===== src/rtl/uart_fifo_xcvr.sv =====
// UART transceiver with TX and RX FIFOs: the TX FIFO feeds the serializer, and the
// deserializer writes each received word with its error flags into the RX FIFO.
// Both ports use valid/ready. A word moves only on a clk edge where valid and ready are both high.
module uart_fifo_xcvr #(
  parameter int CLK_SAMPLES = 4,
  parameter int DATA_BITS   = 8,
  parameter int PARITY      = 0,
  parameter int STOP_BITS   = 1,
  parameter int FIFO_DEPTH  = 4
) (
  input  logic                 clk,
  input  logic                 rst,
  input  logic                 rx,
  output logic                 tx,
  input  logic [DATA_BITS-1:0] tx_data,
  input  logic                 tx_valid,
  output logic                 tx_ready,
  output logic [DATA_BITS-1:0] rx_data,
  output logic                 rx_valid,
  input  logic                 rx_ready,
  output logic                 rx_parity_err,
  output logic                 rx_frame_err,
  output logic                 rx_overflow,
  output logic [2:0]           tx_state_dbg,
  output logic [2:0]           rx_state_dbg
);

  localparam int AW  = $clog2(FIFO_DEPTH);
  localparam int CW  = $clog2(CLK_SAMPLES);
  localparam int BW  = 3;
  localparam int RXW = DATA_BITS + 2;

  localparam logic [CW-1:0] BIT_LAST   = CW'(CLK_SAMPLES - 1);
  localparam logic [CW-1:0] HALF_LAST  = CW'((CLK_SAMPLES >= 4) ? (CLK_SAMPLES / 2 - 1) : 1);
  localparam logic [BW-1:0] DATA_LAST  = BW'(DATA_BITS - 1);
  localparam logic          STOP_LAST  = 1'(STOP_BITS - 1);

  typedef enum logic [2:0] {
    S_IDLE   = 3'd0,
    S_START  = 3'd1,
    S_DATA   = 3'd2,
    S_PARITY = 3'd3,
    S_STOP   = 3'd4
  } state_t;

  // ---------------- TX FIFO ----------------
  logic [DATA_BITS-1:0] tx_mem [FIFO_DEPTH];
  logic [AW:0]          tx_wr, tx_rd;
  logic                 tx_empty, tx_full, tx_push, tx_pop;
  logic [DATA_BITS-1:0] tx_head;

  assign tx_empty = (tx_wr == tx_rd);
  assign tx_full  = (tx_wr[AW] != tx_rd[AW]) && (tx_wr[AW-1:0] == tx_rd[AW-1:0]);
  assign tx_ready = !tx_full;
  assign tx_push  = tx_valid && tx_ready;
  assign tx_head  = tx_mem[tx_rd[AW-1:0]];

  always_ff @(posedge clk) begin
    if (tx_push) tx_mem[tx_wr[AW-1:0]] <= tx_data;
  end

  always_ff @(posedge clk) begin
    if (rst) begin
      tx_wr <= '0;
      tx_rd <= '0;
    end else begin
      if (tx_push) tx_wr <= tx_wr + 1'b1;
      if (tx_pop)  tx_rd <= tx_rd + 1'b1;
    end
  end

  // ---------------- TX FSM ----------------
  state_t               tx_state;
  logic [CW-1:0]        tx_cnt;
  logic [BW-1:0]        tx_bit;
  logic                 tx_stop;
  logic [DATA_BITS-1:0] tx_shreg;
  logic                 tx_par;
  logic                 tx_par_next;
  logic                 tx_frame_end;

  assign tx_par_next  = (PARITY == 1) ? ~^tx_head : ^tx_head;
  assign tx_frame_end = (tx_state == S_STOP) && (tx_cnt == BIT_LAST) && (tx_stop == STOP_LAST);
  // Popping on the last stop cycle lets the next start bit follow with no idle gap.
  assign tx_pop       = !tx_empty && ((tx_state == S_IDLE) || tx_frame_end);
  assign tx_state_dbg = tx_state;

  always_ff @(posedge clk) begin
    if (rst) begin
      tx_state <= S_IDLE;
      tx       <= 1'b1;
      tx_cnt   <= '0;
      tx_bit   <= '0;
      tx_stop  <= 1'b0;
      tx_shreg <= '0;
      tx_par   <= 1'b0;
    end else begin
      case (tx_state)
        S_IDLE: begin
          tx <= 1'b1;
          if (tx_pop) begin
            tx_shreg <= tx_head;
            tx_par   <= tx_par_next;
            tx_cnt   <= '0;
            tx_state <= S_START;
          end
        end
        S_START: begin
          tx <= 1'b0;
          if (tx_cnt == BIT_LAST) begin
            tx_cnt   <= '0;
            tx_bit   <= '0;
            tx_state <= S_DATA;
          end else begin
            tx_cnt <= tx_cnt + 1'b1;
          end
        end
        S_DATA: begin
          tx <= tx_shreg[0];
          if (tx_cnt == BIT_LAST) begin
            tx_cnt   <= '0;
            tx_shreg <= tx_shreg >> 1;
            if (tx_bit == DATA_LAST) begin
              tx_stop  <= 1'b0;
              tx_state <= (PARITY != 0) ? S_PARITY : S_STOP;
            end else begin
              tx_bit <= tx_bit + 1'b1;
            end
          end else begin
            tx_cnt <= tx_cnt + 1'b1;
          end
        end
        S_PARITY: begin
          tx <= tx_par;
          if (tx_cnt == BIT_LAST) begin
            tx_cnt   <= '0;
            tx_stop  <= 1'b0;
            tx_state <= S_STOP;
          end else begin
            tx_cnt <= tx_cnt + 1'b1;
          end
        end
        S_STOP: begin
          tx <= 1'b1;
          if (tx_cnt == BIT_LAST) begin
            tx_cnt <= '0;
            if (tx_stop == STOP_LAST) begin
              if (tx_pop) begin
                tx_shreg <= tx_head;
                tx_par   <= tx_par_next;
                tx_state <= S_START;
              end else begin
                tx_state <= S_IDLE;
              end
            end else begin
              tx_stop <= 1'b1;
            end
          end else begin
            tx_cnt <= tx_cnt + 1'b1;
          end
        end
        default: begin
          tx       <= 1'b1;
          tx_state <= S_IDLE;
        end
      endcase
    end
  end

  // ---------------- RX synchronizer ----------------
  logic rx_s1, rx_s2, rx_d;

  always_ff @(posedge clk) begin
    if (rst) begin
      rx_s1 <= 1'b1;
      rx_s2 <= 1'b1;
      rx_d  <= 1'b1;
    end else begin
      rx_s1 <= rx;
      rx_s2 <= rx_s1;
      rx_d  <= rx_s2;
    end
  end

  // ---------------- RX FSM ----------------
  state_t               rx_state;
  logic [CW-1:0]        rx_cnt;
  logic [BW-1:0]        rx_bit;
  logic                 rx_stop;
  logic [DATA_BITS-1:0] rx_shreg;
  logic                 rx_pe, rx_fe;
  logic                 rx_push;
  logic [RXW-1:0]       rx_word;

  assign rx_state_dbg = rx_state;

  always_ff @(posedge clk) begin
    if (rst) begin
      rx_state <= S_IDLE;
      rx_cnt   <= '0;
      rx_bit   <= '0;
      rx_stop  <= 1'b0;
      rx_shreg <= '0;
      rx_pe    <= 1'b0;
      rx_fe    <= 1'b0;
      rx_push  <= 1'b0;
      rx_word  <= '0;
    end else begin
      rx_push <= 1'b0;
      case (rx_state)
        S_IDLE: begin
          // The falling edge is seen one cycle late, so the counter starts at 1.
          if (rx_d && !rx_s2) begin
            rx_cnt   <= CW'(1);
            rx_pe    <= 1'b0;
            rx_fe    <= 1'b0;
            rx_state <= S_START;
          end
        end
        S_START: begin
          if (rx_cnt == HALF_LAST) begin
            rx_cnt <= '0;
            rx_bit <= '0;
            rx_state <= rx_s2 ? S_IDLE : S_DATA;
          end else begin
            rx_cnt <= rx_cnt + 1'b1;
          end
        end
        S_DATA: begin
          if (rx_cnt == BIT_LAST) begin
            rx_cnt   <= '0;
            rx_shreg <= {rx_s2, rx_shreg[DATA_BITS-1:1]};
            if (rx_bit == DATA_LAST) begin
              rx_stop  <= 1'b0;
              rx_state <= (PARITY != 0) ? S_PARITY : S_STOP;
            end else begin
              rx_bit <= rx_bit + 1'b1;
            end
          end else begin
            rx_cnt <= rx_cnt + 1'b1;
          end
        end
        S_PARITY: begin
          if (rx_cnt == BIT_LAST) begin
            rx_cnt   <= '0;
            rx_pe    <= (PARITY == 1) ? ~(^rx_shreg ^ rx_s2) : (^rx_shreg ^ rx_s2);
            rx_stop  <= 1'b0;
            rx_state <= S_STOP;
          end else begin
            rx_cnt <= rx_cnt + 1'b1;
          end
        end
        S_STOP: begin
          if (rx_cnt == BIT_LAST) begin
            rx_cnt <= '0;
            if (rx_stop == STOP_LAST) begin
              rx_word  <= {rx_fe | ~rx_s2, rx_pe, rx_shreg};
              rx_push  <= 1'b1;
              rx_state <= S_IDLE;
            end else begin
              rx_fe   <= rx_fe | ~rx_s2;
              rx_stop <= 1'b1;
            end
          end else begin
            rx_cnt <= rx_cnt + 1'b1;
          end
        end
        default: rx_state <= S_IDLE;
      endcase
    end
  end

  // ---------------- RX FIFO ----------------
  logic [RXW-1:0] rx_mem [FIFO_DEPTH];
  logic [AW:0]    rx_wr, rx_rd;
  logic           rx_empty, rx_full, rx_pop, rx_wr_en;

  assign rx_empty = (rx_wr == rx_rd);
  assign rx_full  = (rx_wr[AW] != rx_rd[AW]) && (rx_wr[AW-1:0] == rx_rd[AW-1:0]);
  assign rx_valid = !rx_empty;
  assign rx_pop   = rx_valid && rx_ready;
  // A pop in the same cycle frees the slot, so a full FIFO can still take the word.
  assign rx_wr_en = rx_push && (!rx_full || rx_pop);
  assign {rx_frame_err, rx_parity_err, rx_data} = rx_mem[rx_rd[AW-1:0]];

  always_ff @(posedge clk) begin
    if (rx_wr_en) rx_mem[rx_wr[AW-1:0]] <= rx_word;
  end

  always_ff @(posedge clk) begin
    if (rst) begin
      rx_wr       <= '0;
      rx_rd       <= '0;
      rx_overflow <= 1'b0;
    end else begin
      if (rx_wr_en) rx_wr <= rx_wr + 1'b1;
      if (rx_pop)   rx_rd <= rx_rd + 1'b1;
      rx_overflow <= rx_push && rx_full && !rx_pop;
    end
  end

endmodule


===== config.mk =====
export PLATFORM = sky130hd
export DESIGN_NAME = uart_fifo_xcvr
export DESIGN_NICKNAME = d
export VERILOG_FILES = /design/src/rtl/uart_fifo_xcvr.sv
export SDC_FILE = /design/constraint.sdc
export NUM_CORES = 1
export LEC_CHECK = 0
export ABC_CLOCK_PERIOD_IN_PS = 4200
export CAP_MARGIN = 25
export CORE_MARGIN = 1.5
export CORE_UTILIZATION = 33
export DETAILED_ROUTE_END_ITERATION = 16
export HOLD_SLACK_MARGIN = 0.06
export PLACE_DENSITY = 0.52
export SYNTH_ARGS = -nofsm -noshare
export SYNTH_HDL_FRONTEND = slang
export SYNTH_SLANG_ARGS = --single-unit

===== constraint.sdc =====
create_clock -name clk -period 4.2 [get_ports clk]
set_clock_uncertainty 0.2 [all_clocks]
set_input_delay 0.84 -clock clk [delete_from_list [all_inputs] [get_ports clk]]
set_output_delay 0.84 -clock clk [all_outputs]
set_load 0.05 [all_outputs]

==> results by group, run 1 <==
Status
  • Outcome: completed

Clocking
  • Worst-Skew Late Latency: approximately 0.41 ns
  • Clock transition at the registers of the reported paths: 0.06 ns
  • Clk sink count: 139
  • Cts bufs inserted: 17
  • CTS resizes: 0
  • Clock buffer depth: 2
  • CTS root buf: clkbuf_16
  • CTS tree: done
  • Post-CTS setup buffer count: 0
  • H-tree levels: 4
  • Hold Buf Count CTS: 0

Yosys
  • Post-synth top flop: edfxtp_1
  • Synthesis-stage register bit count: 139
  • Seq/Total Area, Yosys: 61.1%
  • Synth Area per Inst: 12.5 µm²
  • Cell count after synthesis: 458
  • Netlist Area Pre-Place: approximately 5700 µm²
  • Synth async-reset ratio: 0%
  • Distinct cells, synth: 49
  • Post-synth net total: 489
  • Synth area leader: edfxtp_1
  • Top-count cell post-synth: edfxtp_1
  • Post-synth EDFFs: approximately 70
  • Most frequent cells after synthesis: 72 x edfxtp_1, 67 x dfxtp_1, 52 x nand2_1
  • Yosys warns: 0
  • Post-synth top area share: 37.7%
  • Top post-synthesis cells by area: edfxtp_1 38%, dfxtp_1 23%, mux4_2 7.1%, ha_1 3.9%, nand2_1 3.4%

Critical path
  • Highest net fanout along the worst path: 10
  • Critical Path AT: 2.44 ns
  • Crit end category: output port
  • FF-to-FF path depth: 5
  • Critical path class: flip-flop to output port
  • Required @ worst endpoint: 3.16 ns
  • Startpoint types: flip-flop

STA
  • RSZ-0062 raised after global routing: no
  • Fin crit share: 82.8%
  • Worst slew margin: between 30% and 40%
  • Slew @ Worst Pin: 0.952 ns
  • Tmin final: 3.48 ns
  • Worst hold slack: 0.218 ns
  • Final Hold Viols: 0
  • Slew Viols, Final: 0
  • Setup TNS: 0 ns
  • FMAX: ~290 MHz
  • Final setup vio count: 0

Drt
  • DRC Markers: 0
  • Vias per cell: 4.74
  • 1st-iter DRT viols: between 150 and 200
  • Via count: 3,442
  • Wire per inst: ~14 µm
  • Total wire length: 9.93 mm
  • DRT antenna net count: 0
  • Pre-antenna DRT Iters: 4

Global routing
  • Gr usage total: about an eighth
  • Initial antenna violation count: 0
  • Largest net degree at the start of global routing: between 40 and 50
  • First-pass GRT wire length: between 15 and 20 mm
  • Total gr overflow: 0
  • Vias in the first global route: 3,456

Pwr
  • Logic pwr share: 15.4%
  • PD cells: approximately 530 nW/µm²
  • Maximum vdd drop: ~0.34 mV
  • Sequential power share: 44.2%
  • Sw Pwr: 987 µW
  • Internal Power: around 2600 µW
  • Clock power frac: 40.4%
  • Sw Share: 27.4%
  • Leakage: around 0.0023 µW

Hold path
  • Hold Path Depth: 1
  • Hold Path Class: flip-flop to flip-flop

Cells and area
  • N_diodes: 0
  • Share of layout cells above drive strength 1: roughly an eighth
  • Seq. cell area: between 3000 and 4000 µm²
  • Nets: 519
  • Fin area: slightly below 7000 µm²
  • Filler instances: approximately 1,600
  • Layout area overhead: 19.1%
  • Footprint of the multi-input gates: 2070 µm²

Floorplanning
  • Core region area: between 15,000 and 20,000 µm²
  • Die H: 135 µm
  • Die width: 135 µm
  • Die ar.: 18,200 µm²
  • Rows: 48
  • Initial core utilization: 33.5%
  • Io pins: 33

Run
  • Max-cap viol count: 0

Placement
  • IO Port Bufs: 32
  • Routability cong.: 0.779
  • Area of placed instances: 6230 µm²
  • HPWL Detailed: 6.76 mm
-- cell usage in the layout, fill, tap and decap left out, drive strengths merged, types with 2 or more instances in the layout --
cell type,n
clkinvlp,2
nor2b,4
and2,4
and3b,2
o22ai,2
nand3,8
a211oi,3
clkinv,3
a21oi,26
buf,3
or3,3
a311oi,9
nand2,52
mux2i,4
clkdlybuf4s50,31
nand2b,2
clkbuf,17
or2,4
a221oi,2
xnor2,21
o21ai,12
a22oi,5
nor3,10
edfxtp,72
ha,18
a2bb2oi,3
nor2,46
mux4,18
inv,25
xor2,7
dfxtp,67
-- cell families (layout without fill, tap and decap cells) --
family	count (synthesis)	count (layout)	synth area share (%)
xor gates and xnor gates	29	29	4.80
buffers and inverters	39	82	2.82
AOI/OAI and AO/OA	69	69	8.45
DFF	139	139	61.1
muxes	22	22	7.77
adders and majority gates	19	19	4.10
and+or+nand+nor	141	141	10.9
-- power by group through the flow --
stage,logic (µW),clock network (µW),registers (µW)
final,556,1450,1590
after floorplan,458,0,1610
after global placement,544,0,1620
after detailed placement,557,0,1620
after CTS,560,1490,1590
after global routing,617,1550,1610
-- metrics by stage --
| step | std cells | utilization [%] | power [µW] | worst slack, ns |
|---|---|---|---|---|
| floorplan | 458 | - | 2070 | 1.89 |
| global placement | 693 | 36.4 | 2170 | 1.12 |
| detailed placement | 693 | 36.4 | 2180 | 1.12 |
| CTS | 725 | 39.8 | 3650 | 0.662 |
| global route | 726 | 39.9 | 3770 | 0.571 |
| finish | 726 | 39.9 | 3600 | 0.722 |
-- worst max-delay path, stage by stage (launching register included) --
cell and delay, ns:
dfxtp_1 0.72, mux4_2 0.59, clkdlybuf4s50_1 0.71
-- worst paths after layout --
path,startpoint,endpoint,slack (ns)
worst max-delay path,flip-flop,rx_data[2],0.72
worst min-delay path,rx_s1,rx_s2,0.22
worst max register to register,flip-flop,tx_par,1.92
worst min register to register,rx_s1,rx_s2,0.22
-- layout make-up --
class                      instances  share of cell area [%]
sequential                       139                    51.3
multi-input combinational        280                    30.3
clock buffer                      17                    6.23
timing repair buffer              34                    4.84
tap                              225                    4.12
clock inverter                    15                    2.31
inverter                          16                   0.880
-- state kept, by name, summed over array words and instances, names as in the netlist, 8 cells and up, named ones only --
register	flops
rx_mem	40
rx_shreg	8
rx_word	10
tx_mem	32
tx_shreg	8
-- metal layers --
metal	up-vias	track usage (%)	wire length [µm]
li1	1714	-	-
met1	1667	15.0	4700
met2	48	19.2	4770
met3	13	3.38	306
met4	0	6.15	157
met5	-	0	0
No activity file was read; power rests on OpenSTA's default activity.
==> run 2: changes to the inputs <==
- ABC_CLOCK_PERIOD_IN_PS: 4200 -> 3200
- clock period: 4.2 -> 3.2 ns (I/O delays scaled with it)
==> run 2 against run 1 <==
  * Critical path depth rose by 1
  * Critical endpoint unchanged
  * Hold slack improved by 0.020 ns
  * Die area unchanged
  * Design area up 1.1%
  * Utilization increased by 0.43 points
  * Cell count is 0.28% higher
  * Sequential power grew 31%
  * Register-to-register slack worse by 1.0 ns
==> results by group, run 2 (synthesis results as in run 1) <==
Floorplanning
  • Rows: 48 (unchanged)
  • Initial core utilization: 33.5% (unchanged)
  • Die H: 135 µm (unchanged)
  • Die ar.: 18,200 µm² (unchanged)
  • Die width: 135 µm (unchanged)
  • Io pins: 33 (unchanged)
  • Core region area: 17,100 µm² (unchanged)

Clocking
  • Cts bufs inserted: 17 (unchanged)
  • CTS tree: done
  • Worst-Skew Late Latency: 0.41 ns (about the same)
  • H-tree levels: 4 (unchanged)
  • Post-CTS setup buffer count: 0 (unchanged)
  • CTS root buf: clkbuf_16
  • Clock transition at the registers of the reported paths: 0.06 ns (about the same)
  • Clock buffer depth: 2 (unchanged)
  • Hold Buf Count CTS: 0 (unchanged)
  • Clk sink count: 139 (unchanged)

Placement
  • IO Port Bufs: 32 (unchanged)
  • HPWL Detailed: 6.98 mm (+3.4%)
  • Routability cong.: 0.776 (-0.46%)

STA
  • Tmin final: approximately 3 ns
  • RSZ-0062 raised after global routing: no
  • Fin crit share: 94.1%
  • Worst slew margin: 42.0% (+5.8 points)
  • Slew Viols, Final: 0 (unchanged)
  • FMAX: 332 MHz
  • Slew @ Worst Pin: 0.866 ns (-0.0860 ns)
  • Final setup vio count: 0 (unchanged)
  • Setup TNS: 0 ns (unchanged)
  • Final Hold Viols: 0 (unchanged)

Pwr
  • Logic pwr share: 14.9% (-0.5 points)
  • Sw Share: 25.2% (-2.2 points)
  • Clock power frac: 42.1% (+1.7 points)
  • Internal Power: 3640 µW (+39%)
  • PD cells: 705 nW/µm² (+34%)
  • Sequential power share: 43.0% (-1.2 points)
  • Leakage: 0.00238 µW (+2.0%)
  • Sw Pwr: 1230 µW (+24%)
  • Maximum vdd drop: 0.383 mV (+13%)

Critical path
  • R2R Path End: tx_par
  • R2r setup slk: 0.90 ns (-1.02 ns)
  • Crit path to: rx_data[2]
  • Critical path class: flip-flop to output port
  • Highest net fanout along the worst path: 10 (unchanged)
  • Required @ worst endpoint: 2.36 ns (-0.80 ns)
  • Crit end category: output port
  • Critical Path AT: 2.17 ns (-0.27 ns)
  • FF-to-FF path depth: 5 (unchanged)
  • Startpoint types: flip-flop

Global routing
  • Vias in the first global route: 3,461 (+0.14%)
  • Largest net degree at the start of global routing: 57 (+36%)
  • First-pass GRT wire length: 17.1 mm (+0.65%)
  • Total gr overflow: 0 (unchanged)
  • Initial antenna violation count: 0 (unchanged)
  • Gr usage total: 12.1% (+0.081 points)

Drt
  • Wire per inst: 14.0 µm (+2.7%)
  • DRC Markers: 0 (unchanged)
  • Pre-antenna DRT Iters: 4 (unchanged)
  • Vias per cell: 4.74 (about the same)
  • DRT antenna net count: 0 (unchanged)
  • Via count: 3,450 (+0.23%)
  • 1st-iter DRT viols: 143 (-11%)
  • Total wire length: 10.2 mm (+3.0%)

Cells and area
  • Most frequent cells in the layout: 72 x edfxtp_1, 67 x dfxtp_1, 52 x nand2_1, 46 x nor2_1, 30 x clkdlybuf4s50_1
  • N_diodes: 0 (unchanged)
  • Final core occ: 40.3% (+0.43 points)
  • Max reg flops: 40 (unchanged)
  • Most common cell after layout, fill and taps aside: edfxtp_1
  • Share of layout cells above drive strength 1: 12.3% (-0.049 points)
  • Nets: 522 (+0.58%)
  • Layout area overhead: 20.4%

Hold path
  • Hold Path Class: flip-flop to flip-flop

Status
  • Outcome: completed

Run
  • Max-cap viol count: 0 (unchanged)
run 2: worst min path at each step:
stage,start,to,slack [ns],cells after the start
CTS,rx_s1,rx_s2,0.24,1
finish,rx_s1,rx_s2,0.24,1
global route,rx_s1,rx_s2,0.25,1
global placement,rx_s1,rx_s2,0.22,1
detailed placement,rx_s1,rx_s2,0.20,1
floorplan,rx_s1,rx_s2,0.19,1
run 2: metrics by stage:
step                std cells  setup WS [ns]  instance area [µm²]  hold WS, ns  power (µW)
finish                    728          0.188                 6900        0.238        4870
global route              728         0.0826                 6900        0.254        5100
CTS                       727         0.0128                 6880        0.235        4920
detailed placement        696          0.459                 6260        0.201        2860
global placement          696          0.479                 6260        0.218        2840
floorplan                 458           1.09                 5730        0.189        2710
run 2: routing by layer:
metal / vias to the layer above / wire, µm / track usage, %
met4: 0 / 131 / 4.12
met3: 11 / 366 / 4.05
met2: 64 / 4920 / 19.5
met1: 1660 / 4810 / 15.3
li1: 1715 / - / -
met5: - / 0 / 0
run 2: worst max-delay path, cell delays in order, from the launching register on:
cell and delay, ns:
dfxtp_1 0.31, buf_4 0.22, mux4_2 0.53, clkdlybuf4s50_1 0.71
run 2: area by class of cell:
| type | count | area, µm² |
|---|---|---|
| clock buffer | 18 | 429 |
| timing repair buffer | 37 | 368 |
| clock inverter | 13 | 190 |
| sequential | 139 | 3500 |
| multi-input combinational | 280 | 2070 |
| fill | 1610 | 10200 |
| inverter | 16 | 60.1 |
| tap | 225 | 282 |
run 2: timing repair:
action                                 4_1_cts  5_1_grt
gates resized for setup                      0        1
setup endpoints to repair                    0        1
endpoints found under the hold margin        0        0
run 2: power by group through the flow:
stage	Combinational (µW)	Clock, µW	Sequential [µW]
2_1_floorplan	602	0	2110
3_3_place_gp	715	0	2130
3_5_place_dp	727	0	2130
4_1_cts	727	2100	2100
5_1_grt	805	2180	2120
6_report	727	2050	2090
